===== src/rtl/if_pkg.sv =====
// Shared definitions for the instruction fetch stage: NOP encoding,
// FSM state enum, default reset PC and a word-alignment helper.
package if_pkg;

    localparam logic [31:0] NOP              = 32'h0000_0013;
    localparam logic [31:0] RESET_PC_DEFAULT = 32'h0000_0000;

    typedef enum logic [1:0] {
        BOOT = 2'd0,
        RUN  = 2'd1,
        HOLD = 2'd2
    } if_state_e;

    function automatic logic [31:0] word_align(input logic [31:0] a);
        return {a[31:2], 2'b00};
    endfunction

endpackage


===== src/rtl/if_skid_buf.sv =====
// One-entry skid buffer: parks a fetch response that arrived while decode
// was stalled. clear has priority over load, load over drain.
module if_skid_buf
    import if_pkg::*;
(
    input  logic        clk,
    input  logic        rst_n,
    input  logic        load_i,
    input  logic        drain_i,
    input  logic        clear_i,
    input  logic [31:0] pc_i,
    input  logic [31:0] instr_i,
    output logic        full_o,
    output logic [31:0] pc_o,
    output logic [31:0] instr_o
);

    logic        full_q, full_d;
    logic [31:0] pc_q, pc_d;
    logic [31:0] instr_q, instr_d;

    // next-state: clear / load / drain
    always_comb begin
        full_d  = full_q;
        pc_d    = pc_q;
        instr_d = instr_q;
        if (clear_i) begin
            full_d  = 1'b0;
            instr_d = NOP;
        end else if (load_i) begin
            full_d  = 1'b1;
            pc_d    = pc_i;
            instr_d = instr_i;
        end else if (drain_i) begin
            full_d  = 1'b0;
        end
    end

    // buffer registers with synchronous reset
    always_ff @(posedge clk) begin
        if (!rst_n) begin
            full_q  <= 1'b0;
            pc_q    <= 32'h0;
            instr_q <= NOP;
        end else begin
            full_q  <= full_d;
            pc_q    <= pc_d;
            instr_q <= instr_d;
        end
    end

    assign full_o  = full_q;
    assign pc_o    = pc_q;
    assign instr_o = instr_q;

endmodule


===== src/rtl/if_stage.sv =====
// Instruction fetch stage with IF/ID register, one-entry skid buffer and
// flush redirect. pc_reg tracks the address of the most recent request, so
// a response is always tagged with pc_reg. The next request is issued in
// the same cycle a response is consumed, giving one instruction per cycle.
// Optional performance counters are enabled by defining IF_PERF_CNT_EN.
module if_stage
    import if_pkg::*;
#(
    parameter logic [31:0] RESET_PC = RESET_PC_DEFAULT
) (
    input  logic        clk,
    input  logic        rst_n,
    input  logic        stall_i,
    input  logic        flush_i,
    input  logic [31:0] redirect_pc_i,
    output logic        imem_req_o,
    output logic [31:0] imem_addr_o,
    input  logic        imem_rvalid_i,
    input  logic [31:0] imem_rdata_i,
`ifdef IF_PERF_CNT_EN
    output logic [31:0] fetch_cnt_o,
    output logic [31:0] bubble_cnt_o,
`endif
    output logic [31:0] pc_out,
    output logic [31:0] instr_out,
    output logic        valid_out
);

    if_state_e   state_q, state_d;
    logic [31:0] pc_reg_q, pc_reg_d;
    logic [31:0] pc_out_q, pc_out_d;
    logic [31:0] instr_q, instr_d;
    logic        valid_q, valid_d;
    logic        kill_q, kill_d;

    logic        skid_load, skid_drain, skid_clear, skid_full;
    logic [31:0] skid_pc, skid_instr;
    logic        req, load, rsp;
    logic [31:0] addr;
    logic [1:0]  unused_redirect_bits;

    assign unused_redirect_bits = redirect_pc_i[1:0];

    // a response in the cycle right after a flush belongs to the old path
    assign rsp = imem_rvalid_i & ~kill_q;

    if_skid_buf u_skid (
        .clk     (clk),
        .rst_n   (rst_n),
        .load_i  (skid_load),
        .drain_i (skid_drain),
        .clear_i (skid_clear),
        .pc_i    (pc_reg_q),
        .instr_i (imem_rdata_i),
        .full_o  (skid_full),
        .pc_o    (skid_pc),
        .instr_o (skid_instr)
    );

    // FSM next state, IF/ID load, skid control and request generation
    always_comb begin
        state_d    = state_q;
        pc_reg_d   = pc_reg_q;
        pc_out_d   = pc_out_q;
        instr_d    = instr_q;
        valid_d    = valid_q;
        kill_d     = 1'b0;
        skid_load  = 1'b0;
        skid_drain = 1'b0;
        skid_clear = 1'b0;
        req        = 1'b0;
        load       = 1'b0;
        addr       = pc_reg_q;
        if (flush_i) begin
            // no request during a flush: the target is fetched from BOOT
            valid_d    = 1'b0;
            instr_d    = NOP;
            skid_clear = 1'b1;
            pc_reg_d   = word_align(redirect_pc_i);
            kill_d     = 1'b1;
            state_d    = BOOT;
        end else begin
            case (state_q)
                BOOT: begin
                    req     = 1'b1;
                    state_d = RUN;
                    if (!stall_i) valid_d = 1'b0;
                end
                RUN: begin
                    if (rsp && !stall_i) begin
                        load     = 1'b1;
                        pc_out_d = pc_reg_q;
                        instr_d  = imem_rdata_i;
                        pc_reg_d = pc_reg_q + 32'd4;
                        req      = 1'b1;
                        addr     = pc_reg_d;
                    end else if (rsp) begin
                        skid_load = 1'b1;
                        pc_reg_d  = pc_reg_q + 32'd4;
                        state_d   = HOLD;
                    end else if (!stall_i) begin
                        valid_d = 1'b0;
                    end
                end
                HOLD: begin
                    // the skid entry leaves at this edge, so its slot is free
                    // for the response to the request issued now
                    if (!stall_i) begin
                        load       = 1'b1;
                        skid_drain = 1'b1;
                        pc_out_d   = skid_pc;
                        instr_d    = skid_instr;
                        req        = 1'b1;
                        state_d    = RUN;
                    end
                end
                default: state_d = BOOT;
            endcase
            if (load) valid_d = 1'b1;
        end
    end

    // request is suppressed while the skid holds an undrained entry and in reset
    assign imem_req_o  = req & rst_n & (~skid_full | skid_drain);
    assign imem_addr_o = addr;

    // state and IF/ID registers
    always_ff @(posedge clk) begin
        if (!rst_n) begin
            state_q  <= BOOT;
            pc_reg_q <= word_align(RESET_PC);
            pc_out_q <= 32'h0;
            instr_q  <= NOP;
            valid_q  <= 1'b0;
            kill_q   <= 1'b0;
        end else begin
            state_q  <= state_d;
            pc_reg_q <= pc_reg_d;
            pc_out_q <= pc_out_d;
            instr_q  <= instr_d;
            valid_q  <= valid_d;
            kill_q   <= kill_d;
        end
    end

    assign pc_out    = pc_out_q;
    assign instr_out = instr_q;
    assign valid_out = valid_q;

`ifdef IF_PERF_CNT_EN
    logic [31:0] fetch_cnt_q, fetch_cnt_d;
    logic [31:0] bubble_cnt_q, bubble_cnt_d;

    // fetches count IF/ID loads, bubbles count empty IF/ID cycles outside BOOT
    always_comb begin
        fetch_cnt_d  = fetch_cnt_q + {31'd0, load};
        bubble_cnt_d = bubble_cnt_q + {31'd0, (~valid_q && (state_q != BOOT))};
    end

    // counter registers, wrap naturally
    always_ff @(posedge clk) begin
        if (!rst_n) begin
            fetch_cnt_q  <= 32'h0;
            bubble_cnt_q <= 32'h0;
        end else begin
            fetch_cnt_q  <= fetch_cnt_d;
            bubble_cnt_q <= bubble_cnt_d;
        end
    end

    assign fetch_cnt_o  = fetch_cnt_q;
    assign bubble_cnt_o = bubble_cnt_q;
`endif

endmodule

===== config.mk =====
export PLATFORM = sky130hd
export DESIGN_NAME = if_stage
export DESIGN_NICKNAME = d
export VERILOG_FILES = /design/src/rtl/if_pkg.sv /design/src/rtl/if_skid_buf.sv /design/src/rtl/if_stage.sv
export SDC_FILE = /design/constraint.sdc
export NUM_CORES = 1
export LEC_CHECK = 0
export ABC_CLOCK_PERIOD_IN_PS = 1940
export BUFFER_PORTS_ARGS = -buffer_cell sky130_fd_sc_hd__buf_2
export CORE_MARGIN = 1.5
export CORE_UTILIZATION = 45
export CTS_CLUSTER_SIZE = 20
export DETAILED_ROUTE_END_ITERATION = 8
export PLACE_DENSITY = 0.75
export RECOVER_POWER = 100
export SLEW_MARGIN = 0
export SYNTH_ARGS = -nofsm -noshare
export SYNTH_HDL_FRONTEND = slang
export SYNTH_SLANG_ARGS = --single-unit
export TNS_END_PERCENT = 10

===== constraint.sdc =====
create_clock -name clk -period 1.94 [get_ports clk]
set_clock_uncertainty 0.05 [all_clocks]
set_input_delay 0.291 -clock clk [delete_from_list [all_inputs] [get_ports clk]]
set_output_delay 0.291 -clock clk [all_outputs]
set_load 0.02 [all_outputs]

; Yosys cells after proc, flatten, opt, wreduce, memory -nomap -nowiden
; Cells that the tools add are included.
[word_totals]
reg_bits = 165
in_bits = 69
out_inout_bits = 98
elab_cells = 83
[op_classes]
n_addsub = 1
eq_ne = 8
n_mux = 37
bitwise = 9
n_reduce_logical = 18
[op_table]
columns = operator, count
row1 = $mux W32, 11
row2 = $pmux W32 S2, 2
row3 = $add A32 B3 Y32 const B, 1
row4 = $mux W1, 17
row5 = $reduce_and A3 Y1, 3
row6 = $ne A2 B2 Y1 const B, 4
row7 = $reduce_bool A2 Y1, 4
row8 = $mux W2, 3
row9 = $ne A3 B3 Y1 const B, 2
row10 = $pmux W2 S3, 1
row11 = $reduce_and A2 Y1, 3
row12 = $reduce_bool A3 Y1, 2
row13 = $not A1 Y1, 5
row14 = $pmux W1 S2, 2
row15 = $reduce_and A4 Y1, 1
row16 = $reduce_or A2 Y1, 2
row17 = $and A1 B1 Y1, 3
row18 = $pmux W1 S3, 1
row19 = $eq A2 B1 Y1 const B, 1
row20 = $eq A2 B2 Y1 const B, 1
row21 = $logic_not A2 Y1, 1
row22 = $logic_and A1 B1 Y1, 1
row23 = $logic_not A1 Y1, 1
row24 = $or A1 B1 Y1, 1

; Depth between registers and ports, before layout
[depth]
word_depth = 8
ltp_mapped = 9
mapped_depth_nobuf = 6

; Modules after synthesis
; From an unflattened synthesis, not the netlist that was laid out.
[unflattened]
cells_unflattened = 882
area_unflattened_um2 = 7940.1
[by_module_without_submodules]
columns = module, n_inst, cells_per_inst, area_each_um2
row1 = if_stage, 1, 633, 5475.3
row2 = if_skid_buf, 1, 249, 2464.9

; Least setup slack after synthesis
; Ideal clock, no wire load.
[synth_path]
kind = register -> output
start = reg state_q[1]
end = out imem_addr_o[31]
t_arrival_ns = 1.931
required_time_ns = 1.599
slack_ns = -0.332
stages_incl_launch_ff = 9
n_path_buf = 2
cell_sequence = dfxtp_1 inv_1 ha_1 and3b_2 buf_2 and4_1 buf_2 nand4_1 xnor2_1
[synth_between]
elab_chain_len = 3
[synth_lines]
columns = element, line
row1 = from (decl), if_stage.sv:29  ; if_state_e state_q, state_d;
row2 = from (signal assigned), if_stage.sv:137  ; state_q <= state_d;
row3 = $eq A2 B1 Y1, if_stage.sv:83  ; case (state_q)
row4 = $mux W32, if_stage.sv:83
row5 = $mux W32, if_stage.sv:74  ; if (flush_i) begin
row6 = to (decl), if_stage.sv:17  ; output logic [31:0] imem_addr_o,
; No other way between the ends.

; Worst setup path in the final report
[layout_path]
start = reg state_q[1]
end = out imem_addr_o[7]
; The elaborated chain is that of the path after synthesis.

==> run metrics <==
pin count of the biggest net entering global routing=just under 60; Worst Hold Endpoint=u_skid.instr_o[0]; commonest register cell after synthesis=sky130_fd_sc_hd__dfxtp_1; Period minus WS final=roughly 2.4 ns; number of fill cells in the layout=1442; Reg2Reg Setup Slack=-0.02 ns; final setup violation count=35; Final Hold Violating Endpoints=0; TNS Setup=-11.05 ns; antenna viol nets, final=0; Worst VDD drop=730 uV; number of cells on the worst hold path=3; buffer levels on the longest clock path=2; Final Max Tran Viols=0; most common cell after layout, fill and taps aside=sky130_fd_sc_hd__nand2_1; gate count after technology mapping=919; global-route wire length before repair=34000 um; root buffer selected by CTS=sky130_fd_sc_hd__clkbuf_16; remaining routing DRC violations=0; largest driver fanout on the critical path=4; global-route usage over all layers=between 20% and 30%; width of the chip=134 um; final design instance area without fill=~10000 um2; run status=finished, violations left; count of flip-flops with a built-in enable after synthesis=0; max cap viols=0; violations in the final reports=setup timing; routed wire length=between 20000 and 25000 um; clock tree from TritonCTS=built; remaining global-route overflow=0; post-route setup slack=-0.505 ns; required time of the critical path=1.60 ns; number of global-route vias before repair=between 6000 and 7000; synthesis-stage register bit count=roughly 160; Crit Reg-Reg Endpoint=instr_out[5]; clock edge transition at the registers on the reported setup and hold paths=about 0.070 ns; average instance area after synthesis=~8.5 um2; Initial Utilization=roughly 46%; overall power consumption=between 7000 and 8000 uW; number of vias after detailed routing=7398; Leak Pwr=~0.0041 uW; number of iterations in the first detailed-routing pass=6; floorplan core area=16800 um2; R2R Path Start=state_q[1]; Cell Area, Synth=approximately 8000 um2; average detailed-routed wire length per instance=approximately 16 um; RePlAce Congestion=a little under 0.9; count of different cell masters after synthesis=65; deepest level of the CTS H-tree=4; post-synthesis to final-layout area growth=31.6%; Worst Path Arrival=about 2.1 ns; num rows=47; I/O Buffers=160; number of antenna violations at the first check in global routing=1; worst min-delay path class=primary input to register; number of nets at the end of the flow=approximately 1200; worst reg-to-reg path cell count=10; share of the yosys chip area belonging to registers=approximately two fifths; pre-CTS WS=-0.0172 ns; worst hold path startpoint=imem_rdata_i[0]; height of the die=about 130 um; clock insertion delay at the later pin of the skew report=between 0.4 and 0.5 ns; CTS buffer count=17; leading cell types in the layout, fill and taps excluded=185 x sky130_fd_sc_hd__nand2_1, 155 x sky130_fd_sc_hd__dfxtp_1, 99 x sky130_fd_sc_hd__buf_4, 68 x sky130_fd_sc_hd__buf_2, 64 x sky130_fd_sc_hd__clkbuf_1; number of clock sinks=about 160; critical path start-end classification=register to output pin; maximum clock frequency=just over 400 MHz; total power per unit cell area=between 700 and 800 nW/um2; Setup crit start kind=register; share of synthesized flip-flops with an asynchronous set or reset=0%; type of element capturing the critical path=output pin; detailed placement HPWL=14500 um; Starting DRT DRC Count=550; final core utilization=between 60% and 70%; number of ports placed on the die boundary=167; mean number of vias per cell=~5.6; placement-stage cell area=between 9000 and 10000 um2; overall die area=approximately 18000 um2; layout cells sized above 1=roughly a quarter; Yosys warnings=0; Hold-fix buffers, CTS=0; fraction of the cycle the final worst path needs=126%; unrepaired setup endpoints after global routing=yes
power by group:
| part | switching, uW | internal (uW) |
|---|---|---|
| sequential | 70.6 | 3360 |
| combinational | 560 | 414 |
| clock | 1420 | 2050 |
worst max-delay path: stages (launching register included):
cell	delay (ns)
sky130_fd_sc_hd__dfxtp_2	0.32
sky130_fd_sc_hd__inv_2	0.07
sky130_fd_sc_hd__ha_4	0.13
sky130_fd_sc_hd__buf_6	0.10
sky130_fd_sc_hd__nand3b_1	0.15
sky130_fd_sc_hd__nor3_2	0.30
sky130_fd_sc_hd__nand4_1	0.17
sky130_fd_sc_hd__xnor2_1	0.25
sky130_fd_sc_hd__buf_2	0.20
routing by layer:
metal / share of wire (%) / wire (um) / GRT usage [%] / vias up
met5: 0 / 0 / 0 / -
met4: 1.5 / 330 / 7.17 / 0
met3: 5.9 / 1270 / 4.39 / 29
met2: 47 / 10100 / 37.9 / 237
met1: 45 / 9640 / 31.6 / 3539
li1: - / - / - / 3593
cells in the mapped netlist (5+ instances only):
| cell type | number | area [um2] |
|---|---|---|
| sky130_fd_sc_hd__and4_1 | 8 | 70.1 |
| sky130_fd_sc_hd__o31ai_1 | 5 | 37.5 |
| sky130_fd_sc_hd__nand3_1 | 25 | 125 |
| sky130_fd_sc_hd__and2_1 | 6 | 37.5 |
| sky130_fd_sc_hd__a21boi_0 | 31 | 233 |
| sky130_fd_sc_hd__dfxtp_1 | 159 | 3180 |
| sky130_fd_sc_hd__nor3_1 | 11 | 55.1 |
| sky130_fd_sc_hd__ha_1 | 5 | 62.6 |
| sky130_fd_sc_hd__a31oi_1 | 9 | 56.3 |
| sky130_fd_sc_hd__buf_1 | 7 | 26.3 |
| sky130_fd_sc_hd__o211a_1 | 34 | 340 |
| sky130_fd_sc_hd__nor4_1 | 7 | 43.8 |
| sky130_fd_sc_hd__o211ai_1 | 7 | 52.6 |
| sky130_fd_sc_hd__buf_2 | 18 | 90.1 |
| sky130_fd_sc_hd__buf_4 | 5 | 37.5 |
| sky130_fd_sc_hd__a211oi_1 | 31 | 233 |
| sky130_fd_sc_hd__clkbuf_1 | 56 | 210 |
| sky130_fd_sc_hd__xor2_1 | 7 | 61.3 |
| sky130_fd_sc_hd__nand2b_1 | 7 | 43.8 |
| sky130_fd_sc_hd__nand2_1 | 187 | 702 |
| sky130_fd_sc_hd__nand4_1 | 25 | 156 |
| sky130_fd_sc_hd__nor2_1 | 47 | 176 |
| sky130_fd_sc_hd__o21ai_0 | 22 | 110 |
| sky130_fd_sc_hd__a21oi_1 | 42 | 210 |
| sky130_fd_sc_hd__mux2i_1 | 59 | 591 |
| sky130_fd_sc_hd__inv_1 | 6 | 22.5 |
| sky130_fd_sc_hd__xnor2_1 | 31 | 272 |
worst max-delay path by stage:
| stage | from | endpoint | slack [ns] |
|---|---|---|---|
| after detailed placement | pc_reg_q[3] | imem_addr_o[26] | -0.02 |
| after floorplan | pc_reg_q[3] | imem_addr_o[30] | -0.15 |
| final | state_q[1] | imem_addr_o[7] | -0.50 |
| after CTS | state_q[1] | imem_addr_o[19] | -0.40 |
| after global placement | pc_reg_q[2] | imem_addr_o[28] | 0.02 |
| after global routing | state_q[1] | imem_addr_o[7] | -0.58 |
metrics by stage:
stage	instances	hold WS, ns
floorplan	922	0.363
global placement	1293	0.391
detailed placement	1293	0.397
CTS	1325	0.0325
global route	1330	0.0428
finish	1330	0.0411
registers in the layout, summed over array words and instances (netlist names):
| register | count |
|---|---|
| u_skid.instr_o | 32 |
| u_skid.full_o | 1 |
| u_skid.pc_o | 30 |
| kill_q | 1 |
| instr_out | 32 |
| pc_out | 30 |
| pc_reg_q | 30 |
| valid_out | 1 |
| state_q | 2 |
repair_timing:
action / CTS / global route
pin swaps: 10 / 24
endpoints found under the setup margin: 34 / 72
resized for setup: 47 / 32
setup buffers: 0 / 4
gates cloned: 0 / 0
cells by family (layout without fill, tap and decap cells):
group | count (synthesis) | in the layout | synth area share (%)
adder cells (fa/ha/maj) | 5 | 5 | 0.804
AND/OR/NAND/NOR | 353 | 353 | 21.2
other | 1 | 5 | 0.0482
multiplexers | 59 | 59 | 7.59
AO/OA/AOI/OAI | 202 | 202 | 18.7
buffers and inverters | 102 | 289 | 6.43
XOR/XNOR | 38 | 38 | 4.28
flip-flops | 159 | 159 | 40.9
final cells by class:
class                   instances  area [um2]  area share [%]
clock inverters                14         180            1.76
repair buffers                250        1640            16.0
multi-input cells             661        4490            43.9
well taps                     220         275            2.69
clock buffers                  18         429            4.19
flip-flops and latches        159        3190            31.2
inverters                       7        26.3           0.257
diodes                          1        2.50          0.0244
No activity file was read; power rests on OpenSTA's default activity.
